<file path="src/rtl/sdc_single_blk_wr_mod.sv">
// Single-block SD write engine: streams NWRD 64-bit words onto D0 with a start
// bit, CRC16 and end bit, then collects the card's status token and waits out
// the card's busy indication.
module sdc_single_blk_wr_mod #(
  parameter int unsigned NWRD   = 64,
  parameter logic [15:0] TO_MAX = 16'hFFFF
) (
  input  logic        sdc_clk,
  input  logic        reset,
  input  logic [15:0] command,
  input  logic        strt_strb,
  input  logic [63:0] dat_wrd,
  input  logic        d0_in,
  output logic        d0_out,
  output logic        d0_oe,
  output logic        rd_wrd_strb,
  output logic        tfc,
  output logic        wr_err,
  output logic [2:0]  crc_stat,
  output logic        busy
);

  localparam int unsigned WW = (NWRD > 1) ? $clog2(NWRD) : 1;
  localparam logic [WW-1:0] LastWrd = WW'(NWRD - 1);

  localparam logic [2:0] StIdle  = 3'd0;
  localparam logic [2:0] StStart = 3'd1;
  localparam logic [2:0] StData  = 3'd2;
  localparam logic [2:0] StCrc   = 3'd3;
  localparam logic [2:0] StEnd   = 3'd4;
  localparam logic [2:0] StStat  = 3'd5;
  localparam logic [2:0] StBusy  = 3'd6;
  localparam logic [2:0] StDone  = 3'd7;

  logic [2:0]    state_q, state_d;
  logic [63:0]   sh_q, sh_d;
  logic [15:0]   crc_q, crc_d;
  logic [5:0]    bit_q, bit_d;
  logic [WW-1:0] wrd_q, wrd_d;
  logic [15:0]   to_q, to_d;
  logic          wr_err_q, wr_err_d;
  logic [2:0]    crc_stat_q, crc_stat_d;

  logic        wr_cmd;
  logic        accept;
  logic [15:0] crc_nxt;
  logic        unused_cmd;

  assign unused_cmd = ^{command[15:14], command[7:0]};
  assign wr_cmd     = (command[13:8] == 6'h18) || (command[13:8] == 6'h19);
  assign accept     = (state_q == StIdle) && strt_strb && wr_cmd && !reset;
  // CRC16 (x^16+x^12+x^5+1) advanced by the bit currently on D0.
  assign crc_nxt    = {crc_q[14:0], 1'b0} ^ ((crc_q[15] ^ sh_q[63]) ? 16'h1021 : 16'h0000);

  // Next-state and datapath updates.
  always_comb begin
    state_d    = state_q;
    sh_d       = sh_q;
    crc_d      = crc_q;
    bit_d      = bit_q;
    wrd_d      = wrd_q;
    to_d       = to_q;
    wr_err_d   = wr_err_q;
    crc_stat_d = crc_stat_q;
    case (state_q)
      StIdle: begin
        if (accept) begin
          wr_err_d = 1'b0;
          state_d  = StStart;
        end
      end
      StStart: begin
        sh_d    = dat_wrd;
        crc_d   = 16'h0000;
        bit_d   = 6'd0;
        wrd_d   = '0;
        state_d = StData;
      end
      StData: begin
        crc_d = crc_nxt;
        bit_d = bit_q + 6'd1;
        if (bit_q == 6'd63) begin
          // Word fetched at bit 62 is on dat_wrd now.
          sh_d = dat_wrd;
          if (wrd_q == LastWrd) begin
            bit_d   = 6'd0;
            state_d = StCrc;
          end else begin
            wrd_d = wrd_q + WW'(1);
          end
        end else begin
          sh_d = {sh_q[62:0], 1'b0};
        end
      end
      StCrc: begin
        crc_d = {crc_q[14:0], 1'b0};
        bit_d = bit_q + 6'd1;
        if (bit_q == 6'd15) begin
          bit_d   = 6'd0;
          state_d = StEnd;
        end
      end
      StEnd: begin
        to_d    = 16'h0000;
        bit_d   = 6'd0;
        state_d = StStat;
      end
      StStat: begin
        // bit_q: 0 = hunting start bit, 1..3 = token bits, 4 = end bit.
        if (bit_q == 6'd0) begin
          if (!d0_in) begin
            bit_d = 6'd1;
          end else if (to_q == TO_MAX) begin
            wr_err_d = 1'b1;
            state_d  = StDone;
          end else begin
            to_d = to_q + 16'd1;
          end
        end else if (bit_q <= 6'd3) begin
          crc_stat_d = {crc_stat_q[1:0], d0_in};
          bit_d      = bit_q + 6'd1;
        end else begin
          if (crc_stat_q != 3'b010) wr_err_d = 1'b1;
          to_d    = 16'h0000;
          bit_d   = 6'd0;
          state_d = StBusy;
        end
      end
      StBusy: begin
        if (d0_in) begin
          state_d = StDone;
        end else if (to_q == TO_MAX) begin
          wr_err_d = 1'b1;
          state_d  = StDone;
        end else begin
          to_d = to_q + 16'd1;
        end
      end
      StDone: begin
        state_d = StIdle;
      end
      default: begin
        state_d    = StIdle;
        sh_d       = '0;
        crc_d      = '0;
        bit_d      = '0;
        wrd_d      = '0;
        to_d       = '0;
        wr_err_d   = 1'b0;
        crc_stat_d = 3'b000;
      end
    endcase
  end

  // State registers with synchronous reset.
  always_ff @(posedge sdc_clk) begin
    if (reset) begin
      state_q    <= StIdle;
      sh_q       <= '0;
      crc_q      <= '0;
      bit_q      <= '0;
      wrd_q      <= '0;
      to_q       <= '0;
      wr_err_q   <= 1'b0;
      crc_stat_q <= 3'b000;
    end else begin
      state_q    <= state_d;
      sh_q       <= sh_d;
      crc_q      <= crc_d;
      bit_q      <= bit_d;
      wrd_q      <= wrd_d;
      to_q       <= to_d;
      wr_err_q   <= wr_err_d;
      crc_stat_q <= crc_stat_d;
    end
  end

  // Line drive, fetch strobe and completion pulse decoded from the state.
  always_comb begin
    d0_out      = 1'b1;
    d0_oe       = 1'b0;
    rd_wrd_strb = 1'b0;
    tfc         = 1'b0;
    case (state_q)
      StIdle:  rd_wrd_strb = accept;
      StStart: begin
        d0_oe  = 1'b1;
        d0_out = 1'b0;
      end
      StData: begin
        d0_oe       = 1'b1;
        d0_out      = sh_q[63];
        rd_wrd_strb = (bit_q == 6'd62) && (wrd_q != LastWrd);
      end
      StCrc: begin
        d0_oe  = 1'b1;
        d0_out = crc_q[15];
      end
      StEnd:   d0_oe = 1'b1;
      StDone:  tfc = 1'b1;
      default: ;
    endcase
  end

  assign busy     = (state_q != StIdle);
  assign wr_err   = wr_err_q;
  assign crc_stat = crc_stat_q;

endmodule

</file>
<file path="config.mk">
export PLATFORM = sky130hd
export DESIGN_NAME = sdc_single_blk_wr_mod
export DESIGN_NICKNAME = d
export VERILOG_FILES = /design/src/rtl/sdc_single_blk_wr_mod.sv
export SDC_FILE = /design/constraint.sdc
export NUM_CORES = 1
export LEC_CHECK = 0
export CAP_MARGIN = 25
export CORE_ASPECT_RATIO = 2
export CORE_MARGIN = 1
export CORE_UTILIZATION = 40
export CTS_CLUSTER_SIZE = 8
export DETAILED_ROUTE_END_ITERATION = 16
export PLACE_DENSITY = 0.73
export SLEW_MARGIN = 20
export SYNTH_ARGS = -nofsm -noshare
export SYNTH_HDL_FRONTEND = slang
export SYNTH_SLANG_ARGS = --single-unit
</file>
<file path="constraint.sdc">
create_clock -name sdc_clk -period 2.11 [get_ports sdc_clk]
set_input_delay 0.422 -clock sdc_clk [delete_from_list [all_inputs] [get_ports sdc_clk]]
set_output_delay 0.422 -clock sdc_clk [all_outputs]
set_load 0.02 [all_outputs]
</file>
* After elaboration in Yosys (flattened, before gate mapping) *
Cells that the tools add are included.

storage, ports and cells
  bits in latches = 0
  register bits = 115
  memories = 0
  bits in writable memories = 0
  bits in read-only memories = 0
  output and inout bits = 9

cells by class
  bitwise operators = 3
  reductions and logical operators = 22
  $add $sub $neg = 3
  mux-type cells = 42
  divide/modulo/power cells = 0
  equality and inequality tests = 26
  multipliers = 0
  $lt $le $gt $ge = 1
  shift-type cells = 0

operator list
  cell                                                              count
  64-bit case mux with 2 select lines                               1
  16-bit case mux with 3 select lines                               2
  16-bit 2-to-1 mux                                                 5
  64-bit 2-to-1 mux                                                 1
  6-bit 2-to-1 mux                                                  8
  3-bit 2-to-1 mux                                                  9
  3-bit case mux with 8 select lines                                1
  6-bit case mux with 4 select lines                                1
  6-bit == test (second input constant)                             3
  16-bit by 1-bit adder with 16-bit output (second input constant)  1
  16-bit == test (second input constant)                            1
  16-bit by 13-bit bitwise XOR with 16-bit output                   1
  13-bit 2-to-1 mux                                                 1
  6-bit by 1-bit adder with 6-bit output (second input constant)    2
  3-bit == test (second input constant)                             4
  6-bit by 5-bit == test with 1-bit output (second input constant)  2
  2-bit != test (second input constant)                             6
  3-bit != test (second input constant)                             4
  6-bit case mux with 2 select lines                                1
  6-bit AND reduction                                               2
  3-bit nonzero test                                                4
  1-bit 2-to-1 mux                                                  9
  3-bit by 2-bit == test with 1-bit output (second input constant)  2
  6-bit by 4-bit == test with 1-bit output (second input constant)  1
  other kinds (20)                                                  25

* Longest topological paths before layout *
  depth in word-level cells = 6
  gate-level depth with buffers = 8

* Worst setup path after synthesis *
OpenSTA, ideal clock, no wires.

  path kind = input-to-output
  start point = in command[9]
  end point = out rd_wrd_strb
  stages = 4
  setup slack = 0.090 ns
  path buffers = 0
  data arrival time = 1.598 ns
  required time = 1.688 ns
  cell sequence = or3b_1 -> nor4_1 -> inv_1 -> o22ai_1

on the way
  word-level cells in the longest chain between the ends = 5
  elaborated cells between the ends (all ways) = 6
  classes of those cells = eq/ne: 2; mux: 1; reduce/logical: 3

ends and longest elaborated chain
  what                                      RTL line  source
  start, declared                           10        input logic [15:0] command,
  6-bit by 5-bit == test with 1-bit output  50        assign wr_cmd = (command[13:8] == 6'h18) || (command[13:8] == 6'h19);
  1-bit logical OR *                        50
  1-bit logical AND * (2 in series)         51        assign accept = (state_q == StIdle) && strt_strb && wr_cmd && !reset;
  1-bit case mux with 2 select lines *      184       case (state_q)
  end, declared                             16        output logic rd_wrd_strb,

Mark *: on every way between the ends. The rest lies on a longest branch, timed or not.

* Final worst setup path *
  start point = reg state_q[1]
  end point = out d0_oe

on the way
  word-level cells in the longest chain between the ends = 3
  elaborated cells between the ends (all ways) = 6
  classes of those cells = eq/ne: 4; mux: 1; reduce/logical: 1

ends and longest elaborated chain
  what                                                                    RTL line  source
  start, declared                                                         35        logic [2:0] state_q, state_d;
  start signal, assigned                                                  158       state_q <= StIdle;
  start signal, assigned                                                  167       state_q <= state_d;
  3-bit by 2-bit == test with 1-bit output, or another cell as far along  184
  4-bit OR reduction (no line) *                                          -
  1-bit 2-to-1 mux *                                                      184
  end, declared                                                           15        output logic d0_oe,

Marks and branches as above.

==> insert_results.sql <==
INSERT INTO impl_metrics (metric_group, metric, value, unit) VALUES
('power_and_ir_drop', 'p_leak', '0.00259', 'uW'),
('floorplan', 'floorplan.io_pins', '93', ''),
('finish', 'fin_area', '7600', 'sq um'),
('critical_path', 'critPathKind', 'reg -> out', ''),
('synth', 'synth_largest_area_cell', 'dfxtp_1', ''),
('timing', 'fin_hold_ws', '0.478', 'ns'),
('timing', 'report.final.setup_viol', '0', ''),
('cts', 'cts.repair_timing.setup_buffer_count', '0', ''),
('global_route', 'grt_use_total', '20.1', '%'),
('synth', 'synth_top_area_share', '40.9', '%'),
('synth', 'synth.avg_cell_area', '8.97', 'sq um'),
('critical_path', 'crit_path_max_fanout', '9', ''),
('floorplan', 'die_height', '170', 'um'),
('synth', 'synth_area_leaders', 'dfxtp_1 (41%), mux2i_1 (12%), a211oi_1 (8.8%), nor2_1 (7.4%), xnor2_1 (2.2%)', ''),
('route', 'dr.first_iter.drc_count', '232', ''),
('critical_path', 'setup.worst_path.end_class', 'primary output', ''),
('finish', 'num-nets-final', '819', ''),
('placement', 'placed_inst_area', '6910', 'sq um'),
('finish', 'postLayoutCoreUtil', '55.0', '%'),
('worst_hold_path', 'timing.hold.worst.class', 'reg -> reg', ''),
('placement', 'dpl.hpwl', '9770', 'um'),
('cts', 'clk_pin_slew_worst_paths', '0.05', 'ns'),
('finish', 'antennaDiodeCount', '0', ''),
('timing', 'timing.fmax', '487', 'MHz'),
('synth', 'ys_ff_latch', '115', ''),
('floorplan', 'fp.dieArea', '14600', 'sq um'),
('cts', 'clock_path_buffers', '2', ''),
('cts', 'htreeDepth', '4', ''),
('timing', 'final.period_utilization', '97.2', '%'),
('power_and_ir_drop', 'p_per_area', '1010', 'nW/um^2'),
('route', 'dr_total_vias', '5135', ''),
('cts', 'worst_skew_pair.late_latency', '0.41', 'ns'),
('route', 'routedWlPerCell', '15.1', 'um'),
('flow_run', 'maxCapViolations', '0', ''),
('synth', 'synth_cell_type_count', '70', ''),
('route', 'post_route_drc', '0', ''),
('placement', 'gp_weighted_congestion', '0.854', ''),
('cts', 'cts.sinks', '115', ''),
('synth', 'post_synth_instance_area', '5630', 'sq um'),
('timing', 'max_slew_margin', '58.8', '%'),
('timing', 'period_minus_slack', '2.05', 'ns'),
('cts', 'cts_hold_buf', '0', ''),
('cts', 'ctsRootBufferMaster', 'clkbuf_16', ''),
('cts', 'numCtsBuffers', '17', ''),
('timing', 'max_slew.worst_pin.slew', '0.613', 'ns'),
('critical_path', 'timing.critical_path.arrival', '1.63', 'ns'),
('placement', 'port_buffers', '81', ''),
('route', 'detail-route-antenna-nets', '0', ''),
('timing', 'hold_violation_count_in_the_final_report', '0', ''),
('route', 'drt_wl_total', '14100', 'um'),
('critical_path', 'setup.worst_path.start_class', 'register', ''),
('floorplan', 'core.rowCount', '61', ''),
('power_and_ir_drop', 'vdd_ir_drop_max', '0.650', 'mV'),
('synth', 'synth_async_sr_flop_share', '0', '%'),
('global_route', 'grt_pass1_wl', '23400', 'um'),
('timing', 'finalMaxSlewViolations', '0', ''),
('route', 'drt_pre_antenna_iters', '4', ''),
('floorplan', 'fp.dieW', '85.9', 'um'),
('floorplan', 'initial_utilization', '40.8', '%'),
('finish', 'layout_commonest_cell', 'dfxtp_1', ''),
('floorplan', 'floorplan.core_area', '13800', 'sq um'),
('global_route', 'number_of_global_route_vias_before_repair', '5075', ''),
('synth', 'synth_enable_flop_cells', '0', ''),
('synth', 'synth_ff_type', 'dfxtp_1', ''),
('finish', 'mostFrequentLayoutCells', 'dfxtp_1 (111), nor2_1 (110), clkdlybuf4s50_1 (69)', ''),
('synth', 'nets_in_the_synthesized_netlist', '717', ''),
('timing', 'setup_tns', '0', 'ns'),
('finish', 'area_growth_syn_to_layout', '34.8', '%'),
('timing', 'finClkSkew', '0.00954', 'ns'),
('synth', 'post_synthesis_cell_count', '628', ''),
('route', 'viasPerCell', '5.52', ''),
('power_and_ir_drop', 'final_total_pwr', '7700', 'uW'),
('global_route', 'grt_max_degree', '101', ''),
('cts', 'cts_tree', 'built', ''),
('synth', 'synth-warning-count', '0', ''),
('finish', 'fraction_of_final_layout_cells_sized_beyond_drive_strength_1', '16.0', '%'),
('global_route', 'overflow', '0', ''),
('global_route', 'grt_antenna_before_repair', '0', ''),
('critical_path', 'worst_ep_required_time', '1.69', 'ns'),
('synth', 'synth-seq-area-share', '40.9', '%'),
('run_status', 'outcome', 'completed', '');
worst max-delay path, stage by stage, from the launching register on:
cell and delay, ns:
dfxtp_4 0.37, or3_4 0.40, and2_1 0.14, dlygate4sd2_1 0.31
flip-flops by register name, summed over array words and instances (netlist names):
register  flops
crc_q        16
state_q       3
wr_err        1
crc_stat      3
wrd_q         6
bit_q         6
sh_q         64
to_q         16
synth_stat cells (6+ instances only):
master and n:
xnor2_1 14, dfxtp_1 115, a211oi_1 66, a22oi_1 14
nor2b_1 6, nand2_1 21, mux2i_1 67, o21ai_0 12
buf_4 6, nor2_1 111, nor3_1 10, clkbuf_1 30
inv_1 10, nand3_1 19, buf_2 9, nor4_1 11
a21oi_1 17
stage by stage:
stage          worst slack, ns  cells
2_1_floorplan           0.0900    628
3_3_place_gp            -0.827    899
3_5_place_dp            -0.926    899
4_1_cts                 -0.132    930
5_1_grt               -0.00319    931
6_report                0.0585    931
what timing repair did:
item | CTS | global route
pin swaps | 3 | 5
resized for setup | 26 | 22
endpoints found under the setup margin | 7 | 21
power breakdown:
| part | switching (uW) | total, uW | internal, uW |
|---|---|---|---|
| clock network | 1000 | 2870 | 1870 |
| logic | 1070 | 1960 | 885 |
| registers | 251 | 2870 | 2620 |
| total | 2330 | 7700 | 5380 |
cell families after synthesis:
logic type                 count (synthesis)  share of synthesized area, %
muxes                                     67                          11.9
DFF                                      115                          40.9
adders and majority gates                  5                          1.11
xor gates and xnor gates                  15                          2.33
buffers and inverters                     60                          4.86
AOI/OAI and AO/OA                        153                          20.3
and+or+nand+nor                          213                          18.6
routing by layer:
metal	global-route usage, %	share of wire, %	up-vias
met5	0	0	-
met4	10.6	3.2	0
met3	4.32	2.9	30
met2	36.7	55	124
li1	-	-	2521
met1	21.0	39	2460
final timing paths:
check / end / depth (start not counted) / slack (ns) / from
setup / recovery: d0_oe / 3 / 0.06 / state_q[1]
setup reg to reg: bit_q[5] / 5 / 0.08 / bit_q[2]
hold reg to reg: crc_q[12] / 2 / 0.48 / crc_q[12]
hold / removal: crc_q[12] / 2 / 0.48 / crc_q[12]
area by class of cell:
| type | count | area, sq um |
|---|---|---|
| fill | 1230 | 6220 |
| multi-input combinational | 453 | 3150 |
| sequential | 115 | 2310 |
| timing repair buffer | 131 | 1270 |
| clock buffer | 20 | 447 |
| tap | 189 | 236 |
| clock inverter | 11 | 136 |
| inverter | 12 | 46.3 |
Note: power is estimated with default switching activity, not from simulation.
